### config.mk
export PLATFORM = sky130hd
export DESIGN_NAME = dmem_arbiter
export DESIGN_NICKNAME = d
export VERILOG_FILES = /design/src/rtl/dmem_arbiter.sv
export SDC_FILE = /design/constraint.sdc
export NUM_CORES = 1
export LEC_CHECK = 0
export BUFFER_PORTS_ARGS = -buffer_cell sky130_fd_sc_hd__buf_2
export CORE_AREA = 5 5 96 98
export CTS_BUF_LIST = sky130_fd_sc_hd__clkbuf_4 sky130_fd_sc_hd__clkbuf_8
export CTS_CLUSTER_SIZE = 30
export DETAILED_ROUTE_END_ITERATION = 6
export DIE_AREA = 0 0 101 103
export SETUP_SLACK_MARGIN = 0.4
export SLEW_MARGIN = 0
export SYNTH_ARGS = -nofsm -noshare
export SYNTH_HDL_FRONTEND = slang
export SYNTH_SLANG_ARGS = --single-unit
### constraint.sdc
create_clock -name clk -period 2.7 [get_ports clk]
set_input_delay 0.135 -clock clk [delete_from_list [all_inputs] [get_ports clk]]
set_output_delay 0.135 -clock clk [all_outputs]
set_load 0.005 [all_outputs]
### src/rtl/dmem_arbiter.sv
// Two-port arbiter for the single data RAM port: CPU (C) has fixed priority, D may lock the port for bursts.
// Optional starvation guard for D is enabled by defining DMEM_ARB_STARVE_EN.
module dmem_arbiter #(
    parameter int unsigned AW         = 14,
    parameter int unsigned STARVE_MAX = 8
) (
    input  logic          clk,
    input  logic          resetn,
    input  logic          c_req,
    input  logic [3:0]    c_wmask,
    input  logic [AW-1:0] c_addr,
    input  logic [31:0]   c_wdata,
    output logic          c_gnt,
    output logic          c_rvalid,
    output logic [31:0]   c_rdata,
    input  logic          d_req,
    input  logic          d_lock,
    input  logic [3:0]    d_wmask,
    input  logic [AW-1:0] d_addr,
    input  logic [31:0]   d_wdata,
    output logic          d_gnt,
    output logic          d_rvalid,
    output logic [31:0]   d_rdata,
    output logic          mem_en,
    output logic [3:0]    mem_wmask,
    output logic [AW-1:0] mem_addr,
    output logic [31:0]   mem_wdata,
    input  logic [31:0]   mem_rdata
);

    typedef enum logic {
        ST_IDLE,
        ST_LOCK_D
    } state_t;

    state_t r_state;
    logic   r_rvalid;
    logic   r_owner_d;
    logic   w_c_gnt;
    logic   w_d_gnt;
    logic   w_starve_win;

`ifdef DMEM_ARB_STARVE_EN
    logic [7:0] r_starve_cnt;
    assign w_starve_win = (r_starve_cnt == 8'(STARVE_MAX));
`else
    logic w_unused_starve_max;
    assign w_unused_starve_max = |8'(STARVE_MAX);
    assign w_starve_win = 1'b0;
`endif

    always_comb begin
        w_c_gnt = 1'b0;
        w_d_gnt = 1'b0;
        if (resetn) begin
            if (r_state == ST_LOCK_D) begin
                w_d_gnt = d_req;
            end else if (c_req && d_req && w_starve_win) begin
                w_d_gnt = 1'b1;
            end else if (c_req) begin
                w_c_gnt = 1'b1;
            end else begin
                w_d_gnt = d_req;
            end
        end
    end

    always_ff @(posedge clk) begin
        if (!resetn) begin
            r_state   <= ST_IDLE;
            r_rvalid  <= 1'b0;
            r_owner_d <= 1'b0;
`ifdef DMEM_ARB_STARVE_EN
            r_starve_cnt <= '0;
`endif
        end else begin
            r_rvalid  <= (w_c_gnt && (c_wmask == 4'd0)) || (w_d_gnt && (d_wmask == 4'd0));
            r_owner_d <= w_d_gnt;
            case (r_state)
                ST_IDLE: begin
                    if (w_d_gnt && d_lock) r_state <= ST_LOCK_D;
                end
                ST_LOCK_D: begin
                    if ((w_d_gnt && !d_lock) || (!d_req && !d_lock)) r_state <= ST_IDLE;
                end
                default: r_state <= ST_IDLE;
            endcase
`ifdef DMEM_ARB_STARVE_EN
            if (w_d_gnt || !d_req) begin
                r_starve_cnt <= '0;
            end else if (r_starve_cnt != 8'hFF) begin
                r_starve_cnt <= r_starve_cnt + 8'd1;
            end
`endif
        end
    end

    assign c_gnt     = w_c_gnt;
    assign d_gnt     = w_d_gnt;
    assign mem_en    = w_c_gnt | w_d_gnt;
    assign mem_wmask = w_c_gnt ? c_wmask : (w_d_gnt ? d_wmask : 4'd0);
    assign mem_addr  = w_d_gnt ? d_addr  : c_addr;
    assign mem_wdata = w_d_gnt ? d_wdata : c_wdata;

    // The owner bit steers the returning read word to the port that issued it.
    assign c_rvalid = r_rvalid & ~r_owner_d;
    assign d_rvalid = r_rvalid &  r_owner_d;
    assign c_rdata  = c_rvalid ? mem_rdata : '0;
    assign d_rdata  = d_rvalid ? mem_rdata : '0;

endmodule

==> reports/qor.csv, run 1 <==
metric,value,unit
hold_end,r_state,
hold_path.startpoint,d_lock,
period_minus_slack,1.732,ns
timing.rr.end,r_rvalid,
vias,2028,
synth.area.mux_share,0.4845,
syn-num-nets,284,
die-area,10400,sq um
post_route_cells_drive_above_1_share,0.7893,
grt_overflow,0,
final_antenna_net_count,0,
worstSetupStartpointType,flop,
floorplan.die.width,101,microns
setup_viol,0,
r2r_cells,3,
finalClockSkew,0.001415,ns
finalWorstSetupSlack,0.9681,ns
tritoncts.num_buffers,3,
clk_transition_reported_paths,0.03,ns
run_status,"complete, no violations",
flow.area_growth_from_synthesis,97.16,%
n_fill_cell,906,
worst-endpoint-arrival,1.60,ns
setup.worst_path.end_class,primary output,
post-route-util,0.3317,
dp_hpwl,5.936,mm
final.setup.tns,0,ns
clock_latency,0.21,ns
drt-total-wl,6.788,mm
worstHoldPathCells,3,
finalCritPeriodShare,0.6414,
slew_headroom,0.7536,
p_leak,1.875,nW
startpoint_of_the_worst_register_to_register_path,r_state,
power-per-cell-area,176.1,nW/um^2
detail_route.first_pass.iterations,4,
ys_ff_latch,3,
drt-wirelength-per-cell,13.52,microns
critical_path_rt,2.57,ns
tritoncts_num_sinks,3,
cell_count_after_synthesis,147,
cts-root-buf,clkbuf_8,
cts.repair.resized,0,
fraction_of_the_mapped_netlist_area_in_compound_gates,0.05501,
max_clock_freq,577.4,MHz
setup_repair_after_global_routing_missed_its_margin,false,
cts_hold_repair.buffers,0,
hold_slack,0.1605,ns
ctsHtreeMaxLevel,1,
syn-cell-area,1410,sq um
final_cell_count_no_fill,502,
largest_net_degree_at_the_start_of_global_routing,53,
final-hold-violation-count,0,
min_path_type,input pin to flop,
max-vdd-ir-drop,0.1223,mV
ctsLongestPathBuffers,2,
floorplan.core_area,8381,sq um
fin_area,2780,sq um
tritoncts,built,
seq_area,60.06,sq um
drt_iter0_markers,23,
detail_route.vias_per_cell,4.040,
timing.setup.critical_path_class,flop to primary output,
buffer_ports.inserted,255,
post_synth_and_or_nand_nor_area_fraction,0.3159,
finalMaxSlewViolations,0,
dp_worst_setup_slack,1.188,ns
placementRows,34,
syn_area_per_cell,9.593,sq um
die_h,103,microns
antenna_cells_inserted,0,
number_of_antenna_violations_at_the_first_check_in_global_routing,0,
drc,0,
grt_pass1_vias,1981,
yosys.area_share.adder,0,
placedInstanceArea,2731,sq um
synth_xor_xnor_area_share,0,
grt_first_pass_wirelength,9.259,mm
largest_family_of_logic_cells_by_synthesized_area,multiplexers,
synth-seq-area-share,0.04259,
finalPower,0.4896,mW
global_route.usage.total,0.1062,
ioPinCount,256,
maxCapViolCount,0,
yosysWarningCount,0,
cts_setup_buffers,0,
r2r_setup_slack,1.51,ns
number_of_different_library_cells_in_the_post_synthesis_netlist,19,
multi_input_gate_area_in_the_final_layout,1214,sq um
actual_transition_at_the_worst_max_transition_pin,0.3696,ns
cp_max_fo,52,
placed_cells_incl_taps,498,
finalNetCount,532,
globalplace.congestion,0.7241,
floorplan.initialDensity,0.1683,
-- cells in the mapped netlist --
cell type / number / share of area
a21oi_1: 1 / 0.0035
and3_1: 32 / 0.14
nand2_1: 2 / 0.0053
buf_6: 2 / 0.016
buf_12: 4 / 0.057
nor2b_1: 1 / 0.0044
o211a_1: 2 / 0.014
and2_1: 33 / 0.15
a22o_1: 4 / 0.025
a21o_1: 1 / 0.0053
inv_1: 1 / 0.0027
nor4_1: 2 / 0.0089
a21bo_2: 1 / 0.0071
mux2_2: 2 / 0.016
clkbuf_1: 10 / 0.027
dfxtp_1: 3 / 0.043
mux2_4: 44 / 0.47
and3b_1: 1 / 0.0062
nor2_1: 1 / 0.0027
-- worst max-delay path, cell delays in order, from the launching register on --
cell and delay [ns]:
dfxtp_1 0.37, o211a_4 0.18, buf_12 0.30, mux2_2 0.37
buf_2 0.12
-- layout by cell type (no fill, tap or decap) --
cell type  instances
buf_2            255
mux2_4            44
and2_1            33
and3_1            32
a22o_1             4
clkbuf_8           3
buf_4              3
dfxtp_1            3
mux2_2             2
nor4_1             2
nand2_1            2
nor2b_1            1
inv_1              1
o211a_4            1
and3b_1            1
a21o_1             1
a21bo_2            1
o211a_1            1
a21oi_1            1
nor2_1             1
clkbuf_4           1
buf_12             1
-- layer usage --
metal | wire length [microns] | track usage
met5 | 0 | 0
met4 | 47 | 0.01636
met3 | 835 | 0.02774
met2 | 3566 | 0.2066
met1 | 2339 | 0.1173
-- flip-flops by register name, summed over array words and instances (netlist names) --
name,count
r_owner_d,1
r_rvalid,1
r_state,1
-- worst max-delay path by stage --
stage | cells past startpoint | slack (ns) | end | startpoint
finish | 4 | 0.97 | mem_wdata[31] | r_state
global route | 4 | 0.87 | mem_wdata[31] | r_state
global placement | 4 | 1.22 | mem_wdata[31] | r_state
detailed placement | 4 | 1.19 | mem_wdata[31] | r_state
CTS | 4 | 0.95 | mem_wdata[31] | r_state
floorplan | 4 | 1.47 | mem_addr[0] | r_state
-- cell type report --
| type | count | area share |
|---|---|---|
| multi-input cells | 127 | 0.4365 |
| well taps | 108 | 0.04860 |
| inverters | 1 | 0.001350 |
| flip-flops and latches | 3 | 0.02160 |
| repair buffers | 259 | 0.4743 |
| clock buffers | 4 | 0.01755 |
-- power by group --
| part | switching [mW] | internal (mW) | leakage [nW] |
|---|---|---|---|
| clock | 0.0280 | 0.111 | 0.0262 |
| combinational | 0.109 | 0.195 | 1.82 |
| sequential | 0.000781 | 0.0461 | 0.0245 |
-- cells by family (layout without fill, tap and decap cells) --
logic type | count (synthesis) | count (layout)
DFF | 3 | 3
muxes | 46 | 46
and+or+nand+nor | 72 | 72
buffers and inverters | 17 | 264
AOI/OAI and AO/OA | 9 | 9
No activity file was read; power rests on OpenSTA's default activity.
==> run 2: changes to the inputs <==
==> constraint.sdc (replaced) <==
create_clock -name clk -period 1.55 [get_ports clk]
set_input_delay 0.0775 -clock clk [delete_from_list [all_inputs] [get_ports clk]]
set_output_delay 0.0775 -clock clk [all_outputs]
set_load 0.005 [all_outputs]
==> reports/qor.csv, run 2 (same netlist as run 1, synthesis figures left out) <==
metric,value,unit,change
placedInstanceArea,2753,sq um,was 2731 sq um
n_fill_cell,789,,was 906
die-area,10400,sq um,unchanged
layout.cells.most_common,buf_2,,unchanged
tritoncts_num_sinks,3,,unchanged
globalplace.congestion,0.7892,,was 0.7241
floorplan.die.width,101,microns,unchanged
run_status,"complete, no violations",,unchanged
p_leak,2.149,nW,was 1.875 nW
finalNetCount,549,,was 532
critical_path_rt,1.47,ns,was 2.57 ns
max-vdd-ir-drop,0.1297,mV,was 0.1223 mV
timing.setup.critical_path_class,flop to primary output,,unchanged
number_of_antenna_violations_at_the_first_check_in_global_routing,1,,was 0
period_minus_slack,1.529,ns,
slew_headroom,0.8525,,was 0.7536
cts_hold_repair.buffers,0,,unchanged
setup_viol,0,,unchanged
cp_max_fo,11,,was 52
grt_pass1_vias,2160,,"was 1,981"
setup.worst_path.end_class,primary output,,unchanged
tritoncts,built,,unchanged
ioPinCount,256,,unchanged
flow.area_growth_from_synthesis,184.5,%,was 97.16%
layout_common_cells,"buf_2 (149), buf_6 (112), mux2_4 (44)",,"was buf_2 (255), mux2_4 (44), and2_1 (33)"
finalClockSkew,0.002151,ns,was 0.001415 ns
grt_first_pass_wirelength,11.16,mm,was 9.259 mm
tritoncts.num_buffers,3,,unchanged
actual_transition_at_the_worst_max_transition_pin,0.2192,ns,was 0.3696 ns
largestRegisters,"r_owner_d x1, r_rvalid x1, r_state x1",,unchanged
dp_hpwl,6.467,mm,was 5.936 mm
detail_route.first_pass.iterations,4,,unchanged
die_h,103,microns,unchanged
post_route_cells_drive_above_1_share,0.9538,,was 0.7893
fin_area,4011,sq um,was 2780 sq um
floorplan.initialDensity,0.1683,,unchanged
worst-endpoint-arrival,1.45,ns,was 1.60 ns
clock_latency,0.21,ns,about the same
drt_iter0_markers,27,,was 23
finalCritPeriodShare,0.9867,,
max_clock_freq,653.8,MHz,
setup_repair_after_global_routing_missed_its_margin,true,,was false
cts-root-buf,clkbuf_8,,unchanged
min_path_type,input pin to flop,,unchanged
global_route.usage.total,0.1353,,was 0.1062
vias,2229,,"was 2,028"
drc,0,,unchanged
detail_route.vias_per_cell,4.287,,was 4.040
placementRows,34,,unchanged
clk_transition_reported_paths,0.03,ns,about the same
floorplan.core_area,8381,sq um,unchanged
drt-total-wl,9.168,mm,was 6.788 mm
buffer_ports.inserted,255,,unchanged
grt_overflow,0,,unchanged
ctsLongestPathBuffers,2,,unchanged
finalMaxSlewViolations,0,,unchanged
worstSetupStartpointType,flop,,unchanged
drt-wirelength-per-cell,17.63,microns,was 13.52 microns
post-route-util,0.4787,,was 0.3317
largest_net_degree_at_the_start_of_global_routing,34,,was 53
ctsHtreeMaxLevel,1,,unchanged
final_antenna_net_count,0,,unchanged
power-per-cell-area,271.8,nW/um^2,was 176.1 nW/um^2
final-hold-violation-count,0,,unchanged
maxCapViolCount,0,,unchanged
==> run 2: cell types whose count changed in the layout (fill, tap and decap cells not counted), sizes merged <==
cell	delta
buf	+16
diode	+1
clkbuf	+1
==> run 2: where the power goes <==
part,internal [mW],switching (mW)
clock,0.193,0.0504
combinational,0.508,0.256
sequential,0.0797,0.00307
total,0.781,0.309
==> run 2: path summary, 6_finish.rpt <==
kind	start	end	depth (start not counted)	slack [ns]
worst max-delay path	r_state	mem_addr[9]	4	0.02
worst min-delay path	d_lock	r_state	3	0.1
worst max register to register	r_state	r_rvalid	5	0.39
worst min register to register	r_state	r_state	4	0.65
==> run 2: timing repair <==
action                                  CTS  global route
gates resized for setup                  51           144
pin swaps                                15             7
endpoints found under the setup margin  119           120
buffers inserted                          6             3
gates cloned                              6             1
==> run 2: stage by stage <==
step	total power [mW]	TNS (ns)	hold slack, ns	setup slack (ns)	std cells
after floorplan	0.3326	0	0.1892	0.3794	147
after global placement	0.6189	0	0.3204	0.1934	499
after detailed placement	0.6306	0	0.3182	0.1881	499
after CTS	0.9483	0	0.09620	0.001467	515
after global routing	1.154	-0.01911	0.1195	-0.01266	520
final	1.090	0	0.09732	0.02058	520
==> run 2: worst max-delay path, cell delays in order (launching register included) <==
cell and delay, ns:
dfxtp_2 0.31, o211a_4 0.29, clkbuf_16 0.20, mux2_4 0.32, buf_6 0.12
==> run 2: cell type report <==
type                    instances  area [sq um]  area share
repair buffers                276          2320      0.5783
well taps                     108         135.1     0.03369
multi-input cells             127          1435      0.3578
diodes                          1         2.502   0.0006238
clock buffers                   4         48.80     0.01216
flip-flops and latches          3         66.31     0.01653
inverters                       1         3.754   0.0009357
==> run 2: metal layers <==
layer	vias up	wire, microns	part of all wire	track usage
met3	8	896	0.098	0.03654
li1	1057	-	-	-
met1	1045	2944	0.32	0.1461
met2	119	5193	0.57	0.2678
met4	0	133	0.015	0.01840
met5	-	0	0	0
==> run 3: changes to the inputs <==
--- a/config.mk
+++ b/config.mk
@@ -11,6 +11,7 @@
 export CTS_CLUSTER_SIZE = 30
 export DETAILED_ROUTE_END_ITERATION = 6
 export DIE_AREA = 0 0 101 103
+export RECOVER_POWER = 100
 export SETUP_SLACK_MARGIN = 0.4
 export SLEW_MARGIN = 0
 export SYNTH_ARGS = -nofsm -noshare
==> reports/qor.csv, run 3 (same netlist as run 1, synthesis figures left out) <==
metric,value,unit,change
timing.setup.critical_path_class,flop to primary output,,unchanged
placementRows,34,,unchanged
tritoncts,built,,unchanged
die_h,103,microns,unchanged
grt_first_pass_wirelength,11.16,mm,unchanged
power_frac_clock,0.251,,was 0.223
switching_power_share_of_the_total,0.2971,,was 0.2838
setup.worst_path.end_class,primary output,,unchanged
drt_iter0_markers,28,,was 27
floorplan.die.width,101,microns,unchanged
min_path_type,input pin to flop,,unchanged
floorplan.core_area,8381,sq um,unchanged
worstSetupStartpointType,flop,,unchanged
finalClockSkew,0.002051,ns,was 0.002151 ns
critical_path_rt,1.47,ns,about the same
die-area,10400,sq um,unchanged
clock_latency,0.21,ns,about the same
finalCritPeriodShare,0.9651,,was 0.9867
drc,0,,unchanged
final.setup.tns,0,ns,unchanged
run_status,"complete, no violations",,unchanged
finalMaxSlewViolations,0,,unchanged
cts_hold_repair.buffers,0,,unchanged
flow.area_growth_from_synthesis,149.8,%,was 184.5%
internal_power,0.6806,mW,was 0.7809 mW
clk_transition_reported_paths,0.03,ns,about the same
p_leak,1.979,nW,was 2.149 nW
maxCapViolCount,0,,unchanged
vias,2213,,"was 2,229"
largestRegisters,"r_owner_d x1, r_rvalid x1, r_state x1",,unchanged
tritoncts_num_sinks,3,,unchanged
finalNetCount,549,,unchanged
detail_route.first_pass.iterations,4,,unchanged
worst-endpoint-arrival,1.42,ns,was 1.45 ns
slew_headroom,0.8317,,was 0.8525
layout.cells.most_common,buf_2,,unchanged
power.combinational.fraction,0.663,,was 0.701
drt-total-wl,9.215,mm,was 9.168 mm
max-vdd-ir-drop,0.1291,mV,was 0.1297 mV
tritoncts.num_buffers,3,,unchanged
grt_pass1_vias,2160,,unchanged
seq_power_share,0.086,,was 0.076
largest_net_degree_at_the_start_of_global_routing,34,,unchanged
buffer_ports.inserted,255,,unchanged
final_antenna_net_count,0,,unchanged
globalplace.congestion,0.7892,,unchanged
cp_max_fo,12,,was 11
ioPinCount,256,,unchanged
number_of_antenna_violations_at_the_first_check_in_global_routing,1,,unchanged
actual_transition_at_the_worst_max_transition_pin,0.2513,ns,was 0.2192 ns
fin_area,3522,sq um,was 4011 sq um
power-per-cell-area,274.9,nW/um^2,was 271.8 nW/um^2
setup_viol,0,,unchanged
global_route.usage.total,0.1353,,unchanged
setup_repair_after_global_routing_missed_its_margin,true,,unchanged
floorplan.initialDensity,0.1683,,unchanged
cts-root-buf,clkbuf_8,,unchanged
ctsHtreeMaxLevel,1,,unchanged
ctsLongestPathBuffers,2,,unchanged
grt_overflow,0,,unchanged
max_clock_freq,668.5,MHz,was 653.8 MHz
net_load_switching_power,0.2877,mW,was 0.3095 mW
final-hold-violation-count,0,,unchanged
placedInstanceArea,2753,sq um,unchanged
dp_hpwl,6.467,mm,unchanged
period_minus_slack,1.496,ns,was 1.529 ns
detail_route.vias_per_cell,4.256,,was 4.287
post_route_cells_drive_above_1_share,0.7883,,was 0.9538
layout_common_cells,"buf_2 (144), buf_6 (91), mux2_4 (36)",,"was buf_2 (149), buf_6 (112), mux2_4 (44)"
drt-wirelength-per-cell,17.72,microns,was 17.63 microns
## run 3: changes by cell type in the layout (fill, tap and decap cells not counted), sizes merged
cell,change
clkbuf,+30
buf,-30
## run 3: final timing paths
| kind | startpoint | slack [ns] | cells after the start | to |
|---|---|---|---|---|
| worst max-delay path | r_state | 0.05 | 4 | mem_addr[0] |
| worst min register to register | r_state | 0.66 | 4 | r_state |
| worst max register to register | r_state | 0.40 | 5 | r_rvalid |
| worst min-delay path | d_lock | 0.1 | 3 | r_state |
## run 3: metal layers
layer  global-route usage  share of wire
met1               0.1461           0.32
met5                    0              0
met2               0.2678           0.56
met3              0.03654           0.10
met4              0.01840          0.014
## run 3: stage by stage
stage	utilization	power [mW]	hold WS [ns]	worst slack (ns)	instances
2_1_floorplan	-	0.3326	0.1892	0.3794	147
3_3_place_gp	0.3285	0.6189	0.3204	0.1934	499
3_5_place_dp	0.3285	0.6306	0.3182	0.1881	499
4_1_cts	0.3830	0.9483	0.09620	0.001467	515
5_1_grt	0.4203	1.030	0.1195	0.003067	520
6_report	0.4203	0.9683	0.09725	0.05412	520
## run 3: critical path, stage by stage (launching register included)
cell and delay (ns):
dfxtp_2 0.32, o211a_4 0.22, buf_6 0.21, mux2_4 0.32, clkbuf_1 0.13
## run 3: power by group through the flow
stage | clock network, mW | registers, mW | logic (mW)
2_1_floorplan | 0 | 0.0838 | 0.249
3_3_place_gp | 0 | 0.0849 | 0.534
3_5_place_dp | 0 | 0.0851 | 0.546
4_1_cts | 0.251 | 0.0828 | 0.614
5_1_grt | 0.257 | 0.0835 | 0.690
6_report | 0.243 | 0.0832 | 0.642
## run 3: layout make-up
class                           instances  area [sq um]
Antenna cell                            1         2.502
Clock buffer                            4         48.80
Fill cell                             881          4858
Inverter                                1         3.754
Multi-Input combinational cell        127          1240
Sequential cell                         3         62.56
Tap cell                              108         135.1
Timing Repair Buffer                  276          2029
## run 3: repair_timing
item | 4_1_cts | 5_1_grt
resized for setup | 51 | 144
gates cloned | 6 | 1
hold endpoints to repair | 0 | 0
buffers inserted | 6 | 3
setup endpoints to repair | 119 | 120
pin swaps | 15 | 7
